--- src/rtl/bcd_sched_pkg.sv ---
// Shared types and constants for the BCD converter scheduler.
package bcd_sched_pkg;

  typedef enum logic [2:0] {
    S_ARB       = 3'd0,
    S_START     = 3'd1,
    S_WAIT_BUSY = 3'd2,
    S_WAIT_DONE = 3'd3,
    S_STORE     = 3'd4
  } state_e;

  localparam logic [31:0] BCD_MAX_BIN = 32'd99_999_999;
  localparam logic [31:0] BCD_SAT     = 32'h9999_9999;

  // Eight BCD digits cannot represent anything above BCD_MAX_BIN.
  function automatic logic bcd_overflow(input logic [31:0] bin);
    return bin > BCD_MAX_BIN;
  endfunction

endpackage

--- src/rtl/bcd_conv_scheduler_rr_arbiter.sv ---
// Combinational round-robin arbiter: first set request after ptr, wrapping.
module rr_arbiter #(
  parameter int N_REQ = 4,
  localparam int IW   = $clog2(N_REQ)
) (
  input  logic [N_REQ-1:0] req,
  input  logic [IW-1:0]    ptr,
  output logic             grant_valid,
  output logic [IW-1:0]    grant_idx
);

  logic [IW-1:0]        w_start;
  logic [2*N_REQ-1:0]   w_dbl;
  logic [N_REQ-1:0]     w_rot;
  logic [IW-1:0]        w_off;
  logic [IW:0]          w_sum;
  logic [IW:0]          w_wrap;

  // Rotate so that bit 0 of w_rot is the requester right after ptr.
  assign w_start = (ptr == IW'(N_REQ - 1)) ? '0 : ptr + 1'b1;
  assign w_dbl   = {req, req};
  assign w_rot   = N_REQ'(w_dbl >> w_start);

  always_comb begin
    w_off = '0;
    for (int i = N_REQ - 1; i >= 0; i--) begin
      if (w_rot[i]) w_off = IW'(i);
    end
  end

  assign w_sum       = {1'b0, w_start} + {1'b0, w_off};
  assign w_wrap      = w_sum - (IW + 1)'(N_REQ);
  assign grant_valid = |req;
  assign grant_idx   = (w_sum >= (IW + 1)'(N_REQ)) ? w_wrap[IW-1:0] : w_sum[IW-1:0];

endmodule

--- src/rtl/bcd_conv_scheduler.sv ---
// Shares one double-dabble converter among N_REQ requesters with
// round-robin grant, BCD saturation on overflow and a hang watchdog.
module bcd_conv_scheduler
  import bcd_sched_pkg::*;
#(
  parameter int N_REQ          = 4,
  parameter int TIMEOUT_CYCLES = 128,
  localparam int IW            = $clog2(N_REQ),
  localparam int WDW           = $clog2(TIMEOUT_CYCLES + 1)
) (
  input  logic                  clk,
  input  logic                  reset,
  input  logic [N_REQ-1:0]      req,
  input  logic [32*N_REQ-1:0]   value,
  output logic [N_REQ-1:0]      done,
  output logic [31:0]           result,
  output logic                  ovf,
  output logic                  err,
  output logic [IW-1:0]         grant_id,
  output logic                  busy,
  output logic                  conv_trigger,
  output logic [31:0]           conv_in,
  input  logic                  conv_idle,
  input  logic [31:0]           conv_bcd
);

  state_e                  r_state;
  logic [IW-1:0]           r_ptr;
  logic [IW-1:0]           r_gid;
  logic [31:0]             r_op;
  logic                    r_ovf;
  logic [31:0]             r_res;
  logic                    r_ovf_o;
  logic                    r_err;
  logic [WDW-1:0]          r_wd;

  logic [N_REQ-1:0][31:0]  w_vals;
  logic                    w_gv;
  logic [IW-1:0]           w_gidx;
  logic                    w_timeout;

  assign w_vals = value;

  rr_arbiter #(.N_REQ(N_REQ)) u_arb (
    .req         (req),
    .ptr         (r_ptr),
    .grant_valid (w_gv),
    .grant_idx   (w_gidx)
  );

  // Counter value k means this is the (k+1)-th cycle spent waiting.
  assign w_timeout = (r_wd == WDW'(TIMEOUT_CYCLES - 1));

  always_ff @(posedge clk or posedge reset) begin
    if (reset) begin
      r_state <= S_ARB;
      r_ptr   <= IW'(N_REQ - 1);
      r_gid   <= '0;
      r_op    <= '0;
      r_ovf   <= 1'b0;
      r_res   <= '0;
      r_ovf_o <= 1'b0;
      r_err   <= 1'b0;
      r_wd    <= '0;
    end else begin
      case (r_state)
        S_ARB: begin
          if (w_gv) begin
            r_op    <= w_vals[w_gidx];
            r_ovf   <= bcd_overflow(w_vals[w_gidx]);
            r_ptr   <= w_gidx;
            r_gid   <= w_gidx;
            r_wd    <= '0;
            r_state <= S_START;
          end
        end
        S_START, S_WAIT_BUSY, S_WAIT_DONE: begin
          r_wd <= r_wd + 1'b1;
          // A completion seen in the same cycle as expiry wins over the abort.
          if (r_state == S_WAIT_DONE && conv_idle) begin
            r_res   <= r_ovf ? BCD_SAT : conv_bcd;
            r_ovf_o <= r_ovf;
            r_err   <= 1'b0;
            r_state <= S_STORE;
          end else if (w_timeout) begin
            r_res   <= '0;
            r_ovf_o <= 1'b0;
            r_err   <= 1'b1;
            r_state <= S_STORE;
          end else if (r_state == S_START && conv_idle) begin
            r_state <= S_WAIT_BUSY;
          end else if (r_state == S_WAIT_BUSY && !conv_idle) begin
            r_state <= S_WAIT_DONE;
          end
        end
        S_STORE: r_state <= S_ARB;
        default: r_state <= S_ARB;
      endcase
    end
  end

  always_comb begin
    done = '0;
    for (int i = 0; i < N_REQ; i++) begin
      done[i] = (r_state == S_STORE) && (r_gid == IW'(i));
    end
  end

  assign result       = r_res;
  assign ovf          = r_ovf_o;
  assign err          = r_err;
  assign grant_id     = r_gid;
  assign busy         = (r_state != S_ARB);
  assign conv_trigger = (r_state == S_START) && conv_idle && !w_timeout;
  assign conv_in      = r_op;

endmodule

--- config.mk ---
export PLATFORM = sky130hd
export DESIGN_NAME = bcd_conv_scheduler
export DESIGN_NICKNAME = d
export VERILOG_FILES = /design/src/rtl/bcd_sched_pkg.sv /design/src/rtl/bcd_conv_scheduler_rr_arbiter.sv /design/src/rtl/bcd_conv_scheduler.sv
export SDC_FILE = /design/constraint.sdc
export NUM_CORES = 1
export LEC_CHECK = 0
export ABC_AREA = 1
export CAP_MARGIN = 10
export CORE_ASPECT_RATIO = 0.8
export CORE_MARGIN = 4
export CORE_UTILIZATION = 35
export CTS_CLUSTER_DIAMETER = 100
export CTS_CLUSTER_SIZE = 30
export DETAILED_ROUTE_END_ITERATION = 7
export PLACE_DENSITY = 0.76
export REMOVE_ABC_BUFFERS = 1
export SYNTH_ARGS = -nofsm -noshare
export SYNTH_HDL_FRONTEND = slang
export SYNTH_SLANG_ARGS = --single-unit
--- constraint.sdc ---
create_clock -name clk -period 2.7 [get_ports clk]
set_input_delay 0.54 -clock clk [delete_from_list [all_inputs] [get_ports clk]]
set_output_delay 0.54 -clock clk [all_outputs]
set_load 0.02 [all_outputs]
### After elaboration in Yosys (flattened, before gate mapping)

Cells that the tools add are included.
W data, S select, Z words.

| storage, ports and cells | value |
|---|---|
| bits in registers | 82 |
| input port bits | 167 |
| output and inout port bits | 74 |
| logic and storage cells | 72 |

| operators by class | value |
|---|---|
| add/sub/neg operators | 4 |
| $lt $le $gt $ge | 3 |
| eq/ne operators | 11 |
| shifts and indexed selects | 1 |
| muxes and demuxes | 23 |
| reductions and logical operators | 21 |

Operator list:

| operator | count |
|---|---|
| $mux W32 | 4 |
| $bmux W32 S2 | 1 |
| $gt A32 B27 Y1 const B | 1 |
| $pmux W8 S2 | 1 |
| $mux W3 | 5 |
| $mux W2 | 6 |
| $add A8 B1 Y8 const B | 1 |
| $eq A8 B7 Y1 const B | 1 |
| $logic_and A1 B1 Y1 | 8 |
| $mux W8 | 1 |
| $reduce_and A2 Y1 | 4 |
| $shr A8 B2 Y4 | 1 |
| $eq A2 B2 Y1 const B | 3 |
| $eq A3 B2 Y1 const B | 2 |
| $pmux W3 S2 | 1 |
| $ne A5 B5 Y1 const B | 1 |
| $mux W1 | 4 |
| $reduce_bool A2 Y1 | 2 |
| $reduce_or A4 Y1 | 1 |
| $add A2 B2 Y3 | 1 |
| $eq A3 B1 Y1 const B | 1 |
| $eq A3 B3 Y1 const B | 1 |
| $ge A3 B3 Y1 const B | 1 |
| $logic_not A3 Y1 | 1 |
| other kinds (9) | 10 |

### Logic depth before layout (Yosys ltp)

Gate-level depths: netlist of the first run.

| depth | value |
|---|---|
| depth in word-level cells | 13 |
| depth in mapped cells | 25 |
| gate-level depth less buffers | 25 |

### By module

A second synthesis of the first run with hierarchy kept.

| unflattened totals | value |
|---|---|
| cells, all modules | 696 |
| area, all modules | 4823.4 sq um |

By module, submodules not included:

| module | instances | cells an instance | area each (sq um) | seq. area each (sq um) |
|---|---|---|---|---|
| bcd_conv_scheduler | 1 | 640 | 4573.1 | 2054.5 |
| rr_arbiter | 1 | 56 | 250.2 | 0.0 |

### Worst setup path before layout of the first run

No wires, ideal clock.

| path | value |
|---|---|
| path kind | register -> register |
| start | reg r_ptr[0] |
| end | reg r_ovf |
| setup time | 0.117 ns |
| data arrival time | 2.903 ns |
| required time | 2.583 ns |
| slack | -0.320 ns |
| stages on the path, launching flop included | 22 |
| path buffers | 2 |
| period minus slack after synthesis | 3.020 ns |
| path through | dfstp_2 ha_1 inv_1 nand2_4 nand2_1 nand3_1 nand2_2 a31oi_1 nor2_1 ha_1 clkbuf_1 buf_1 mux2i_1 nand2_1 nand2_1 nand3_1 nor2_1 nor2_1 nand3_1 nand2_1 nand2_1 nand2_1 |

| between the ends | value |
|---|---|
| word-level cells in the longest chain between the ends | 13 |
| elaborated cells on any way between the ends | 15 |
| those cells by class | add/sub (3); order compare (2); eq/ne (1); shift (1); mux (8) |

RTL lines:

| what | RTL line | RTL |
|---|---|---|
| start: declaration | bcd_conv_scheduler.sv:28 | `logic [IW-1:0] r_ptr;` |
| start signal: assignment | bcd_conv_scheduler.sv:57 | `r_ptr <= IW'(N_REQ - 1);` |
| start signal: assignment | bcd_conv_scheduler.sv:71 | `r_ptr <= w_gidx;` |
| $add A2 B1 Y2 or $eq A2 B2 Y1 (tied branches) | bcd_conv_scheduler_rr_arbiter.sv:20 | `assign w_start = (ptr == IW'(N_REQ - 1)) ? '0 : ptr + 1'b1;` |
| $mux W2 (*) | bcd_conv_scheduler_rr_arbiter.sv:20 |  |
| $shr A8 B2 Y4 | bcd_conv_scheduler_rr_arbiter.sv:22 | `assign w_rot = N_REQ'(w_dbl >> w_start);` |
| $mux W2 (4 in series) | bcd_conv_scheduler_rr_arbiter.sv:27 | `if (w_rot[i]) w_off = IW'(i);` |
| $add A2 B2 Y3 (*) | bcd_conv_scheduler_rr_arbiter.sv:31 | `assign w_sum = {1'b0, w_start} + {1'b0, w_off};` |
| $ge A3 B3 Y1 or $sub A2 B1 Y2 (tied branches) | bcd_conv_scheduler_rr_arbiter.sv:34, bcd_conv_scheduler_rr_arbiter.sv:32 |  |
| $mux W2 (*) | bcd_conv_scheduler_rr_arbiter.sv:34 | `assign grant_idx = (w_sum >= (IW + 1)'(N_REQ)) ? w_wrap[IW-1:0] : w_sum[IW-1:0];` |
| via u_arb.grant_idx[0] | bcd_conv_scheduler_rr_arbiter.sv:9 | `output logic [IW-1:0] grant_idx` |
| $bmux W32 S2 (*) | bcd_conv_scheduler.sv:70 | `r_ovf <= bcd_overflow(w_vals[w_gidx]);` |
| $mux W32 (not written as such) (*) | bcd_conv_scheduler.sv:70 |  |
| $gt A32 B27 Y1 (*) | bcd_sched_pkg.sv:17 | `return bin > BCD_MAX_BIN;` |
| end signal: assignment | bcd_conv_scheduler.sv:70 |  |
| end: declaration | bcd_conv_scheduler.sv:31 | `logic r_ovf;` |

The timed path passes the listed nets; every way through them passes the cells marked *. The select of a mux whose other input is x is not followed.
A chain may end at the register's enable or synchronous reset.

### Worst setup path in the final report of the first run

| path | value |
|---|---|
| start | reg r_ptr[1] |
| end | reg r_ovf |

| between the ends | value |
|---|---|
| word-level cells in the longest chain between the ends | 13 |
| elaborated cells on any way between the ends | 15 |
| those cells by class | add/sub (3); order compare (2); eq/ne (1); shift (1); mux (8) |

RTL lines:

| what | RTL line |
|---|---|
| $add A2 B1 Y2 or $eq A2 B2 Y1 (tied branches) | bcd_conv_scheduler_rr_arbiter.sv:20 |
| $mux W2 (*) | bcd_conv_scheduler_rr_arbiter.sv:20 |
| $shr A8 B2 Y4 | bcd_conv_scheduler_rr_arbiter.sv:22 |
| $mux W2 (4 in series) | bcd_conv_scheduler_rr_arbiter.sv:27 |
| $add A2 B2 Y3 (*) | bcd_conv_scheduler_rr_arbiter.sv:31 |
| $ge A3 B3 Y1 or $sub A2 B1 Y2 (tied branches) | bcd_conv_scheduler_rr_arbiter.sv:34, bcd_conv_scheduler_rr_arbiter.sv:32 |
| $mux W2 (*) | bcd_conv_scheduler_rr_arbiter.sv:34 |
| $bmux W32 S2 (*) | bcd_conv_scheduler.sv:70 |
| $mux W32 (not written as such) (*) | bcd_conv_scheduler.sv:70 |
| $gt A32 B27 Y1 (*) | bcd_sched_pkg.sv:17 |

Mark *: on every way between the ends. The rest lies on a longest branch, timed or not. The select of a mux whose other input is x is not followed.

==> reports/results.ini, run 1 <==
[status]
status = complete, but fails checks
violations = setup timing

[worst_setup_path]
crit_fanout = 12
timing.rr.end = r_ovf
regToRegSetupSlack_ns = -0.22
cpMostUsedCell = nand2_1
crit_type = register to register
cp_top_family = simple AND/OR/NAND/NOR gates
slowest_stage = dfstp_2
startpoint = r_ptr[1]
slowest_delay_ns = 0.56
worstPathRequired_ns = 2.98
crit_end = r_ovf
end_kind = register
cp_num_cells = 25
r2r-start = r_ptr[1]
critPathBufInv = 4
cp.arrival_ns = 3.20
ff2ff_path_depth = 25
start_kind = register

[synthesis]
synth_cell_type_count = 39
synth-edff-count = 0
syn_avg_cell_area_um2 = 7.04
synth_seq_cells = 82
synth_area_um2 = 4890
async_flop_share = 1.00
ys_seq_area_frac = 0.420
yosys_warnings = 0
synth_ff_type = dfrtp_1
synth_cells = 695

[place]
dp_cells = 1132
io_buffers = 240
gp_congestion = 0.822
dpl.hpwl_um = 12500

[clock_network]
cts_buffer_depth = 2
cts_tree = built
clock_latency_ns = 0.33
htree_levels = 3
cts_buffers = 9
ctsHoldBuffers = 0
clock-root-buffer = clkbuf_16
clkSlewWorstSetupHoldPaths_ns = 0.07
cts.sinks = 82

[timing]
max-slew-margin-rel = 0.658
tightest_slew_ns = 0.510
maxSlewViolCount = 0
skew_ns = 0.00524
layout_min_cycle_time_ns = 2.92
setup_viol = 9
setup_tns_ns = -1.15
min_period_over_period = 1.08
clock.fmax_mhz = 343
hold_viol_final = 0
rsz0062_at_grt = yes
timing.final.ws_setup_ns = -0.219
hold_ws_ns = 0.475

[global_routing]
grt_pass1_vias = 5582
grt_pass1_wl_um = 27800
grt_overflow_total = 0
antenna_found_initial = 0
grt_use_total = 0.217
grt_max_degree = 83

[floorplanning]
initial_core_util = 0.359
coreArea_um2 = 13600
die_height_um = 114
ios = 241
rows = 38
die_w_um = 140
dieArea_um2 = 15900

[min_path]
hp-start = result[19]
min_path_type = register to register

[final_layout]
diodes = 0
area_growth_pct = 75.1
final_common_cell = clkdlybuf4s50_1
final_util = 0.628
final_cells = 1165
fin_nets = 1150
drive_gt1_frac = 0.148
final_cell_mix = clkdlybuf4s50_1 (239), nand2_1 (225), nor2_1 (114)

[detailed_routing]
routed-via-count = 5578
avgRoutedWirePerCell_um = 15.1
ant_nets = 0
routed_via_density = 4.79
drt_wl_total_um = 17600
drt-pass1-iter-count = 4
drt-initial-drc-count = 263
drc = 0

[run]
maxCapViolCount = 0

==> timing repair <==
item                       in CTS  in global routing
cloned                          4                  1
buffers inserted                8                  5
setup endpoints to repair      20                 30
resized for setup              32                 42
pin swaps                       9                 20
==> cells by family (layout without fill, tap and decap cells) <==
family / count (synthesis) / count (layout) / share of synthesized area
multiplexers: 7 / 7 / 0.0143
XOR/XNOR: 2 / 2 / 0.00358
flip-flops: 82 / 82 / 0.420
buffers and inverters: 80 / 368 / 0.0721
AO/OA/AOI/OAI: 98 / 98 / 0.120
AND/OR/NAND/NOR: 423 / 425 / 0.362
adder cells (fa/ha/maj): 3 / 3 / 0.00767
==> through the flow <==
step | worst slack [ns] | instance area, um2
final | -0.219 | 8570
after global routing | -0.513 | 8570
after CTS | -0.250 | 8370
after detailed placement | -0.588 | 7800
after global placement | -0.522 | 7800
after floorplan | -1.94 | 4700
==> tightest hold or removal path, delay by kind of cell (launching register included) <==
family           cells  cell delay, ns
AND/OR/NAND/NOR      2            0.10
flip-flops           1            0.34
==> state kept, by name, summed over array words and instances, names as in the netlist <==
signal,cells
r_ovf,1
r_state,3
grant_id,2
ovf,1
conv_in,32
r_wd,8
r_ptr,2
err,1
result,32
==> synthesized netlist by cell type (all sizes together) (6+ instances only) <==
| master | instances | area share |
|---|---|---|
| nand3 | 38 | 0.042 |
| a31oi | 6 | 0.0077 |
| a32o | 16 | 0.033 |
| buf | 15 | 0.022 |
| inv | 42 | 0.032 |
| dfrtp | 80 | 0.41 |
| clkbuf | 22 | 0.017 |
| mux2i | 7 | 0.014 |
| o21ai | 66 | 0.068 |
| nor3 | 8 | 0.0082 |
| nand2 | 242 | 0.20 |
| nor2 | 122 | 0.098 |
==> worst min-delay path by stage <==
stage,to,slack (ns),depth (start not counted)
after floorplan,r_ptr[1],0.45,2
after global placement,result[28],0.45,2
after detailed placement,result[7],0.46,2
after CTS,result[7],0.48,2
after global routing,conv_in[4],0.49,2
final,result[19],0.47,2
==> final cells by class <==
| cell class | instances | area, um2 |
|---|---|---|
| clock inverter | 6 | 73.8 |
| clock buffer | 10 | 229 |
| inverter | 43 | 169 |
| sequential | 82 | 2050 |
| multi-input combinational | 535 | 2690 |
| tap | 180 | 225 |
| timing repair buffer | 309 | 3130 |
| fill | 1192 | 5080 |
==> per-layer routing <==
| metal | GRT usage | wire [um] | vias to the layer above |
|---|---|---|---|
| met5 | 0 | 0 | - |
| met4 | 0.0549 | 207 | 0 |
| met3 | 0.0679 | 1460 | 13 |
| met2 | 0.370 | 8340 | 207 |
| met1 | 0.270 | 7600 | 2532 |
| li1 | - | - | 2826 |
Power of run 1 is not shown: default switching activity piles up to over one toggle a cycle in this logic, so the estimate is an artifact.
==> run 2: changes to the inputs <==
Settings changed: SYNTH_HIERARCHICAL from default to 1.
==> reports/results.ini, run 2 <==
[worst_setup_path]
start_kind = register
cp_cell_sequence = ha_4 -> buf_6 -> nor2_4 -> nand2_2 -> nand3_2 -> nand2_1 -> nand2_1 -> nand2_2 -> nand3_2 -> inv_2 -> nor2_4 -> inv_6 -> buf_12 -> buf_8 -> nand2_2 -> nand3_1 -> nand2_2 -> nand3_2 -> nor2_2 -> nor2_2 -> nand3_1 -> nand2_1 -> nand2_1 -> nand2_1
critPathBufInv = 5
slowest_delay_ns = 0.39
end_kind = register
cpMostUsedCell = nand2_1
cp_top_family = simple AND/OR/NAND/NOR gates
worstPathRequired_ns = 2.92
cp.arrival_ns = 3.04
slowest_stage = dfstp_2
crit_type = register to register
crit_fanout = 7

[floorplanning]
dieArea_um2 = 15700
initial_core_util = 0.356
die_height_um = 113
ios = 241
rows = 38
die_w_um = 139
coreArea_um2 = 13600

[global_routing]
antenna_found_initial = 0
grt_overflow_total = 0
grt_max_degree = 60
grt_pass1_wl_um = 27200
grt_use_total = 0.212
grt_pass1_vias = 5518

[timing]
min_period_over_period = 1.04
clock.fmax_mhz = 355
timing.final.ws_setup_ns = -0.114
rsz0062_at_grt = yes
skew_ns = 0.0106
setup_viol = 1
max-slew-margin-rel = 0.512
tightest_slew_ns = 0.732
layout_min_cycle_time_ns = 2.81
setup_tns_ns = -0.114
maxSlewViolCount = 0
hold_viol_final = 0

[synthesis]
ys_seq_area_frac = 0.426
synthTopCellsByArea = dfrtp_1 (42%), nand2_1 (24%), nand3_1 (6.0%), inv_1 (5.2%), o21ai_0 (3.4%)
synth_ff_type = dfrtp_1
synth-xor-area-share = 0.00182
synth_top_area_share = 0.415
async_flop_share = 1.00
synth_cell_type_count = 33
synth_seq_cells = 82
synth_top_family_by_area = simple AND/OR/NAND/NOR gates
synth_cells = 696
synth_common_cells = nand2_1 (302), dfrtp_1 (80), inv_1 (67)
yosysTopAreaCell = dfrtp_1
syn_avg_cell_area_um2 = 6.93
yosys_warnings = 6
synth-adder-area-share = 0.00519
synth-edff-count = 0
synth-compound-area-share = 0.116
yosys.area_share.simple = 0.343
synth_mux_area_frac = 0
synth_area_um2 = 4820
yosysMostFrequentCell = nand2_1

[final_layout]
area_growth_pct = 73.3
final_common_cell = nand2_1
fin_nets = 1138
drive_gt1_frac = 0.154
final_cells = 1154
final_cell_mix = nand2_1 (279), clkdlybuf4s50_1 (240), dfrtp_1 (80)
diodes = 0
design_area_um2 = 8360
final_util = 0.617

[clock_network]
cts_buffer_depth = 2
cts_tree = built
cts_buffers = 9
clock-root-buffer = clkbuf_16
clock_latency_ns = 0.34
cts.sinks = 82
htree_levels = 3
clkSlewWorstSetupHoldPaths_ns = 0.07

[place]
place_area_um2 = 7650
gp_congestion = 0.808
dpl.hpwl_um = 12600
io_buffers = 240
dp_cells = 1125

[status]
violations = setup timing
status = complete, but fails checks

[min_path]
min_path_type = register to register

[detailed_routing]
routed_via_density = 4.77
drt-initial-drc-count = 199
ant_nets = 0
drt-pass1-iter-count = 4
avgRoutedWirePerCell_um = 14.7
drt_wl_total_um = 16900
routed-via-count = 5499
drc = 0

[run]
maxCapViolCount = 0

run 2: cells by family after synthesis:
family / after synthesis
adders and majority gates: 2
xor gates and xnor gates: 1
buffers and inverters: 111
AOI/OAI and AO/OA: 98
DFF: 82
and+or+nand+nor: 402
run 2: worst paths after layout:
kind / start / endpoint / slack, ns / cells after the start
worst max-delay path: r_ptr[0] / r_ovf / -0.11 / 24
worst min-delay path: result[11] / result[11] / 0.47 / 2
worst max register to register: r_ptr[0] / r_ovf / -0.11 / 24
worst min register to register: result[11] / result[11] / 0.47 / 2
max in group asynchronous: reset / conv_in[10] / 1.44 / 3
min in group asynchronous: reset / result[4] / 0.63 / 2
run 2: what timing repair did:
item	CTS	global route
setup endpoints to repair	8	10
pin swaps	29	5
endpoints found under the hold margin	0	0
gates resized for setup	54	21
hold buffers	0	0
buffers inserted	10	0
cloned	1	2
run 2: layout make-up:
class,instances,area (um2)
repair buffers,298,3020
flip-flops and latches,82,2050
multi-input cells,503,2450
inverters,75,295
clock inverters,7,82.6
fillers,1217,5190
clock buffers,9,225
well taps,180,225
run 2: tightest hold or removal path: cells and delay by family, from the launching register on:
| kind | cells | cell delay, ns |
|---|---|---|
| and+or+nand+nor | 2 | 0.10 |
| DFF | 1 | 0.34 |
run 2: metal layers:
layer | vias up | share of wire | global-route usage
met5 | - | 0 | 0
met4 | 0 | 0.014 | 0.0561
met3 | 17 | 0.080 | 0.0727
met2 | 171 | 0.50 | 0.375
met1 | 2566 | 0.40 | 0.247
li1 | 2745 | - | -
run 2: per-stage QoR:
step	hold slack, ns	worst slack, ns
global route	0.492	-0.357
floorplan	0.446	-2.18
global placement	0.454	-0.387
finish	0.471	-0.114
detailed placement	0.457	-0.446
CTS	0.474	-0.0287
Power of run 2 is left out for the same reason.
